## src/rtl/tick_event_queue.sv

```systemverilog
// Pending-event counter between a tick generator and a slow consumer.
// Ticks increment the count and acks drain it; o_OVF reports ticks dropped while the count is full.
module tick_event_queue #(
  parameter int CNT_W      = 4,
  parameter bit OVF_STICKY = 1'b1
) (
  input  logic             i_CLK,
  input  logic             i_RST,
  input  logic             i_TICK,
  input  logic             i_ACK,
  input  logic             i_CLR_OVF,
  output logic             o_VALID,
  output logic [CNT_W-1:0] o_COUNT,
  output logic             o_FULL,
  output logic             o_OVF
);

  // Handshake: an event is consumed on a rising edge where o_VALID=1 and i_ACK=1.
  // i_ACK while o_VALID=0 has no effect.
  typedef enum logic [1:0] {
    ST_EMPTY = 2'd0,
    ST_PEND  = 2'd1,
    ST_FULL  = 2'd2
  } state_t;

  localparam logic [CNT_W-1:0] ONE    = CNT_W'(1);
  localparam logic [CNT_W-1:0] MAX    = {CNT_W{1'b1}};
  localparam logic [CNT_W-1:0] MAX_M1 = MAX - ONE;

  state_t           r_state;
  state_t           w_state_nxt;
  logic [CNT_W-1:0] r_count;
  logic [CNT_W-1:0] w_count_nxt;
  logic             r_valid;
  logic             r_full;
  logic             r_ovf;
  logic             w_inc;
  logic             w_dec;
  logic             w_drop;

  assign w_inc = i_TICK;
  assign w_dec = r_valid & i_ACK;

  always_ff @(posedge i_CLK or posedge i_RST) begin
    if (i_RST) begin
      r_state <= ST_EMPTY;
      r_count <= '0;
      r_valid <= 1'b0;
      r_full  <= 1'b0;
      r_ovf   <= 1'b0;
    end else begin
      r_state <= w_state_nxt;
      r_count <= w_count_nxt;
      r_valid <= (w_state_nxt != ST_EMPTY);
      r_full  <= (w_state_nxt == ST_FULL);
      // Sticky mode: a drop in the same cycle as a clear keeps the flag set.
      r_ovf   <= OVF_STICKY ? (w_drop | (r_ovf & ~i_CLR_OVF)) : w_drop;
    end
  end

  always_comb begin
    w_state_nxt = r_state;
    w_count_nxt = r_count;
    w_drop      = 1'b0;
    case (r_state)
      ST_EMPTY: begin
        if (w_inc) begin
          w_count_nxt = ONE;
          w_state_nxt = (MAX == ONE) ? ST_FULL : ST_PEND;
        end
      end
      ST_PEND: begin
        if (w_inc && !w_dec) begin
          w_count_nxt = r_count + ONE;
          w_state_nxt = (r_count == MAX_M1) ? ST_FULL : ST_PEND;
        end else if (w_dec && !w_inc) begin
          w_count_nxt = r_count - ONE;
          w_state_nxt = (r_count == ONE) ? ST_EMPTY : ST_PEND;
        end
      end
      ST_FULL: begin
        if (w_inc && !w_dec) begin
          w_drop = 1'b1;
        end else if (w_dec && !w_inc) begin
          w_count_nxt = r_count - ONE;
          w_state_nxt = (r_count == ONE) ? ST_EMPTY : ST_PEND;
        end
      end
      default: begin
        w_state_nxt = ST_EMPTY;
        w_count_nxt = '0;
      end
    endcase
  end

  assign o_VALID = r_valid;
  assign o_COUNT = r_count;
  assign o_FULL  = r_full;
  assign o_OVF   = r_ovf;

endmodule

```

## config.mk

```make
export PLATFORM = sky130hd
export DESIGN_NAME = tick_event_queue
export DESIGN_NICKNAME = d
export VERILOG_FILES = /design/src/rtl/tick_event_queue.sv
export SDC_FILE = /design/constraint.sdc
export NUM_CORES = 1
export LEC_CHECK = 0
export BUFFER_PORTS_ARGS = -buffer_cell sky130_fd_sc_hd__buf_2
export CAP_MARGIN = 20
export CORE_AREA = 2 2 39 41
export DETAILED_ROUTE_END_ITERATION = 8
export DIE_AREA = 0 0 41 43
export GPL_ROUTABILITY_DRIVEN = 0
export GPL_TIMING_DRIVEN = 0
export PLACE_DENSITY_LB_ADDON = 0.15
export SLEW_MARGIN = 40
export SYNTH_ARGS = -nofsm -noshare
export SYNTH_HDL_FRONTEND = slang
export SYNTH_SLANG_ARGS = --single-unit
```

## constraint.sdc

```tcl
create_clock -name i_CLK -period 2.8 [get_ports i_CLK]
set_clock_uncertainty 0.1 [all_clocks]
set_input_delay 0.14 -clock i_CLK [delete_from_list [all_inputs] [get_ports i_CLK]]
set_output_delay 0.14 -clock i_CLK [all_outputs]
set_load 0.02 [all_outputs]
```

Yosys cells after proc, flatten, opt, wreduce, memory -nomap -nowiden
Index checks and enable logic that the tools add are counted.

Register bits: 9. Logic and storage cells: 39.

Add/sub/neg operators: 2. Equality and inequality tests: 7. Muxes and demuxes: 14. Bitwise gates (word level): 4. Reductions and logical operators: 7.

Operators by type and width (count): 4-bit 2-to-1 mux (4); 4-bit case mux with 3 select lines (1); 2-bit 2-to-1 mux (5); 2-bit case mux with 3 select lines (1); 4-bit by 1-bit adder with 4-bit output (second input constant) (1); 2-bit == test (second input constant) (2); 4-bit by 1-bit == test with 1-bit output (second input constant) (1); 4-bit == test (second input constant) (1); 2-bit != test (second input constant) (2); 4-bit by 1-bit subtractor with 4-bit output (second input constant) (1); 1-bit 2-to-1 mux (3); 1-bit AND (2); 2-bit by 1-bit == test with 1-bit output (second input constant) (1); 1-bit logical AND (2); 1-bit logical NOT (2); 2-bit logical NOT (1); 2-bit AND reduction (1); 2-bit nonzero test (1); 1-bit NOT (1); 1-bit OR (1).

Depth between registers and ports, before layout
Gate-level depths: netlist of run 1.

Depth after elaboration: 6. Depth in mapped cells: 6.

Worst setup path after synthesis of run 1
Ideal clock, no wire load.

Path kind: register to register. From: register r_count[0] (netlist: o_COUNT[0]). To: register r_count[2] (netlist: o_COUNT[2]). Library setup time: 0.123 ns. Data arrival time: 1.509 ns. Setup slack: 1.068 ns. Cell stages (with the launch flop): 6. Path buffers: 0. Clock period less this slack: 1.732 ns. Cells stage by stage: dfrtp_1 inv_1 ha_1 and4b_1 mux2_2 o221a_1.

Cells in the longest elaborated chain, start to end: 4. Elaborated cells on any way between the ends: 6. Classes of those cells: add/sub: 2; mux: 4.

Ends and longest elaborated chain: start: declaration (RTL line 32) `logic [CNT_W-1:0] r_count;`; start signal: assignment (RTL line 53) `r_count <= w_count_nxt;`; 4-bit by 1-bit subtractor with 4-bit output (RTL line 77, 85); 4-bit 2-to-1 mux (RTL line 76, 84); 4-bit 2-to-1 mux, on equally long branches (RTL line 82, 73); 4-bit case mux with 3 select lines * (RTL line 65) `case (r_state)`.

Every way passes the cells marked *; elsewhere a longest branch is shown, timed or not. The select of a mux whose other input is x is not followed. A chain may end at the register's enable or synchronous reset.

Final worst setup path of run 1
Ends and elaborated chain as after synthesis.

==> results of run 1 <==
==> sequential cells by signal, indices dropped and copies added, names as in the netlist <==
register  count
o_COUNT       4
o_FULL        1
o_OVF         1
o_VALID       1
r_state       2
==> metal layers <==
layer  vias up  part of all wire  wire length [um]  track usage
li1        328                 -                 -            -
met5         -                 0                 0            0
met2        16              0.48               765       0.3531
met4         0             0.017                28       0.1000
met1       296              0.47               749       0.2908
met3         4             0.041                66      0.04712
==> power by group <==
part	switching [mW]	total, mW	internal (mW)	leakage (nW)
logic	0.142	0.257	0.115	0.252
clock network	0.0515	0.107	0.0552	0.0150
registers	0.0633	0.222	0.159	0.114
==> worst max-delay path, delay by kind of cell (launching register included) <==
| kind | cells | cell delay [ns] |
|---|---|---|
| buf+inv | 1 | 0.13 |
| compound gates | 2 | 0.30 |
| simple gates | 1 | 0.21 |
| mux | 1 | 0.29 |
| fa+ha+maj | 1 | 0.15 |
| flops | 1 | 0.49 |
==> cells by family after synthesis <==
logic type      synth area share
compound gates            0.2759
buf+inv                  0.08530
simple gates              0.2232
fa+ha+maj                0.07260
mux                      0.01633
flops                     0.3267
==> area by class of cell <==
type	instances	area, um^2
multi-input combinational	57	405.4
tap	16	20.02
timing repair buffer	13	75.07
fill	127	573.1
inverter	8	30.03
buffer	4	28.78
clock buffer	4	26.28
sequential	9	225.2
==> layout by cell type, fill, tap and decap left out, types with 3 or more instances in the layout <==
master / instances
a21oi_1: 5
inv_1: 8
nand3_1: 4
nor2_1: 3
ha_1: 4
clkbuf_4: 3
nand2b_1: 3
o21ai_0: 4
buf_2: 13
dfrtp_1: 9
==> worst max-delay path by stage <==
stage,end,slack (ns),cells after the start
floorplan,o_COUNT[2],1.07,5
global placement,o_COUNT[2],1.08,6
detailed placement,o_COUNT[2],1.03,6
CTS,o_COUNT[2],1.03,6
global route,o_COUNT[2],0.89,6
finish,o_COUNT[2],1.01,6
==> per-stage QoR <==
stage                     power [mW]  instances  worst slack [ns]  area (um^2)  hold slack [ns]
final                         0.5856        111             1.008        810.8           0.1460
after global routing          0.6347        111            0.8949        810.8           0.1780
after CTS                     0.5872        111             1.026        810.8           0.1434
after detailed placement      0.4757        105             1.035        764.5          0.02360
after global placement        0.4736        105             1.084        764.5          0.02118
after floorplan               0.4003         78             1.068        689.4          -0.1321
==> results_dict.tcl, run 1 <==
set metrics [dict create \
    routed_via_density 5.802 \
    fmax_mhz 558.1 \
    p_per_area_nw_per_um2 722.2 \
    reg2reg_from "o_COUNT[0]" \
    final_antenna_net_count 0 \
    die_area_um2 1763 \
    drtIter0Drc 19 \
    synth-seq-cells 9 \
    clockRootBuffer "clkbuf_4" \
    crit_arrival_ns 1.85 \
    cts_max_path_buffers 2 \
    dp_hpwl_um 1159 \
    finish.utilization 0.5859 \
    syn_nets 87 \
    vias 644 \
    worstHoldEndpoint "r_state[0]" \
    worst_pin_slew_ns 0.3855 \
    cts_setup_buffers 0 \
    path_clk_slew_ns 0.07 \
    synth-seq-area-share 0.3267 \
    drv_cap 0 \
    status "completed" \
    min_period_ns 1.792 \
    synthTopCellsByArea "dfrtp_1, ha_1, inv_1, a21oi_1, nand3_1" \
    vdd_drop_max_uv 439.9 \
    area_growth_pct 17.60 \
    start_kind "flip-flop" \
    whs_path_depth 3 \
    path_cells "inv_1 > ha_1 > and4b_1 > a41oi_1 > mux2_2 > o221a_1" \
    numClockSinks 9 \
    grt-ovfl-total 0 \
    relSlewSlack 0.7394 \
    cp-end-kind "flip-flop" \
    rr_worst_depth 6 \
    first_pass_iters 4 \
    synthCells 78 \
    core_um2 1384 \
    antennaDiodeCount 0 \
    worstHoldStart "i_TICK" \
    start_util 0.4982 \
    synth-edff-count 0 \
    slowest_delay_ns 0.49 \
    p_leak_nw 0.3810 \
    tritoncts "built" \
    drv_slew 0 \
    rows 14 \
    grt_pass1_wl_um 2691 \
    grt_max_degree 12 \
    post-route-drc-count 0 \
    io_buffers 11 \
    grt_pass1_vias 607 \
    setup_violations 0 \
    post-route-period-util 0.6400 \
    critPathMaxFanout 11 \
    yosysTopAreaCell "dfrtp_1" \
    cts-resized-gates 0 \
    crit_start "o_COUNT[0]" \
    synth.most_common_cell "dfrtp_1" \
    synth_top_area_frac 0.3267 \
    nets 105 \
    ctsHoldBuffers 2 \
    cp.required_ns 2.86 \
    synth_flop_cell "dfrtp_1" \
    ff2ff_setup_slack_ns 1.01 \
    yosysWarnings 0 \
    reg2reg_to "o_COUNT[2]" \
    hold_viol_final 0 \
    grt_antenna_before_repair 0 \
    wl_per_cell_um 14.50 \
    clock_latency_ns 0.27 \
    tns_ns 0 \
    cp_slowest_cell "dfrtp_1" \
    dieHeight_um 43 \
    die_x_um 41 \
    synthArstFlopShare 1.000 \
    worstSetupPathType "flip-flop to flip-flop" \
    syn-mean-instance-area_um2 8.839 \
    hold_path.class "input port to flip-flop" \
    final_layout_size_suffix_gt1_frac 0.2316 \
    syn_area_um2 689.4 \
    cts_buffers 3 \
    cts_max_level 1 \
    num_io_pins 12 \
    yosysUniqueCellTypes 36 \
    drt_wl_total_um 1610 \
    synthTopCellsByCount "dfrtp_1, inv_1, a21oi_1" \
    rsz0062_at_grt "false" \
    track_usage 0.2281 \
]
No activity file was read; power rests on OpenSTA's default activity.
==> inputs of run 2 (changes only) <==
--- a/config.mk
+++ b/config.mk
@@ -7,9 +7,9 @@
 export LEC_CHECK = 0
 export BUFFER_PORTS_ARGS = -buffer_cell sky130_fd_sc_hd__buf_2
 export CAP_MARGIN = 20
-export CORE_AREA = 2 2 39 41
+export CORE_MARGIN = 2
+export CORE_UTILIZATION = 53
 export DETAILED_ROUTE_END_ITERATION = 8
-export DIE_AREA = 0 0 41 43
 export GPL_ROUTABILITY_DRIVEN = 0
 export GPL_TIMING_DRIVEN = 0
 export PLACE_DENSITY_LB_ADDON = 0.15
==> constraint.sdc (replaced) <==
create_clock -name i_CLK -period 1.8 [get_ports i_CLK]
set_clock_uncertainty 0.1 [all_clocks]
set_input_delay 0.09 -clock i_CLK [delete_from_list [all_inputs] [get_ports i_CLK]]
set_output_delay 0.09 -clock i_CLK [all_outputs]
set_load 0.02 [all_outputs]
==> results_dict.tcl, run 2 (same netlist as run 1, synthesis figures left out) <==
set metrics [dict create \
    cts_max_path_buffers 2 \
    ff2ff_setup_slack_ns 0.09 \
    worst_pin_slew_ns 0.4346 \
    die_area_um2 1605 \
    numClockSinks 9 \
    critPathTopFamily "flip-flops" \
    routed_via_density 6.220 \
    vdd_drop_max_uv 669.7 \
    p_per_area_nw_per_um2 1134 \
    dp_cells 103 \
    track_usage 0.2500 \
    cts_buffers 3 \
    cts_setup_buffers 0 \
    regArea_um2 226.5 \
    cp_slowest_cell "dfrtp_2" \
    finish.utilization 0.7002 \
    die_x_um 40.07 \
    final_layout_size_suffix_gt1_frac 0.2421 \
    tritoncts "built" \
    grt_antenna_before_repair 0 \
    rows 12 \
    p_leak_nw 0.3802 \
    min_period_ns 1.709 \
    cp.required_ns 1.86 \
    drv_slew 0 \
    path_clk_slew_ns 0.06 \
    clockRootBuffer "clkbuf_4" \
    start_util 0.5963 \
    cts_max_level 1 \
    first_pass_iters 4 \
    n_fill_cell 90 \
    multi_input_area_um2 405.4 \
    worstHoldStart "i_TICK" \
    setup_violations 0 \
    final_common_cell "buf_2" \
    area_growth_pct 17.42 \
    grt_pass1_vias 561 \
    reg2reg_from "o_COUNT[0]" \
    post-route-period-util 0.9493 \
    antennaDiodeCount 0 \
    cp-end-kind "flip-flop" \
    worstSetupEndpoint "o_COUNT[2]" \
    path_depth 6 \
    wl_per_cell_um 14.88 \
    finalPower_mw 0.9178 \
    reg2reg_to "o_COUNT[2]" \
    crit_buf_inv 1 \
    rr_worst_depth 6 \
    core_um2 1156 \
    critPathMaxFanout 11 \
    placed_cell_area_um2 762.0 \
    hold_viol_final 0 \
    drv_cap 0 \
    io_buffers 11 \
    start_kind "flip-flop" \
    status "completed" \
    final_antenna_net_count 0 \
    num_io_pins 12 \
    hold_path.class "input port to flip-flop" \
    nets 105 \
    post-route-drc-count 0 \
    worstSetupPathType "flip-flop to flip-flop" \
    rsz0062_at_grt "false" \
    clock_latency_ns 0.27 \
    dp_hpwl_um 1084 \
    tns_ns 0 \
    slowest_delay_ns 0.47 \
    final_area_um2 809.5 \
    grt_pass1_wl_um 2539 \
    crit_arrival_ns 1.77 \
    crit_start "o_COUNT[0]" \
    layoutNonFillerInstCount 109 \
    drt_wl_total_um 1622 \
    drtIter0Drc 30 \
    fmax_mhz 585.2 \
    final_cell_mix "buf_2, inv_1, dfrtp_1" \
    vias 678 \
    dieHeight_um 40.07 \
    grt_max_degree 12 \
    relSlewSlack 0.7062 \
    path_cells "inv_1 > ha_1 > and4b_1 > a41oi_1 > mux2_2 > o221a_1" \
    grt-ovfl-total 0 \
    largest_reg_flops 4 \
]
run 2: changes by cell type in the layout (fill, tap and decap cells not counted):
cell,previous run,this run
dfrtp_2,0,1
dfrtp_1,9,8
run 2: worst reg2reg max path, cell delays in order, from the launching register on:
cell	delay, ns
dfrtp_2	0.47
inv_1	0.11
ha_1	0.16
and4b_1	0.20
a41oi_1	0.05
mux2_2	0.28
o221a_1	0.23
run 2: where the power goes:
part           internal (mW)  leakage (nW)  switching, mW
clock                 0.0859        0.0150         0.0790
sequential             0.249         0.113         0.0991
combinational          0.182         0.252          0.223
total                  0.517         0.380          0.401
run 2: layout make-up:
cell class              count  area share
flip-flops and latches      9      0.2798
multi-input cells          57      0.5008
repair buffers             13     0.09274
well taps                  14     0.02164
inverters                   8     0.03709
plain buffers               4     0.03555
clock buffers               4     0.03246
run 2: through the flow:
stage	hold slack, ns	worst slack [ns]
4_1_cts	0.09572	0.05947
5_1_grt	0.1179	0.02263
3_5_place_dp	-0.02600	0.06436
6_report	0.1102	0.09124
3_3_place_gp	-0.02906	0.07994
2_1_floorplan	-0.1821	0.06760
run 2: how the worst min path moves through the flow:
stage	slack, ns	depth (start not counted)	end
final	0.11	3	r_state[0]
after global routing	0.12	3	r_state[0]
after CTS	0.1	3	r_state[0]
after detailed placement	-0.03	2	o_OVF
after global placement	-0.03	2	o_OVF
after floorplan	-0.18	1	o_COUNT[0]
run 2: per-layer routing:
| layer | vias up | global-route usage | part of all wire |
|---|---|---|---|
| met3 | 5 | 0.08333 | 0.067 |
| met4 | 0 | 0.1293 | 0.023 |
| li1 | 327 | - | - |
| met5 | - | 0 | 0 |
| met1 | 314 | 0.3277 | 0.49 |
| met2 | 32 | 0.3589 | 0.42 |
run 2: repair_timing:
item                                    4_1_cts  5_1_grt
hold buffers                                  2        0
gates resized for setup                       0        1
endpoints found under the hold margin        10        0
endpoints found under the setup margin        0        1
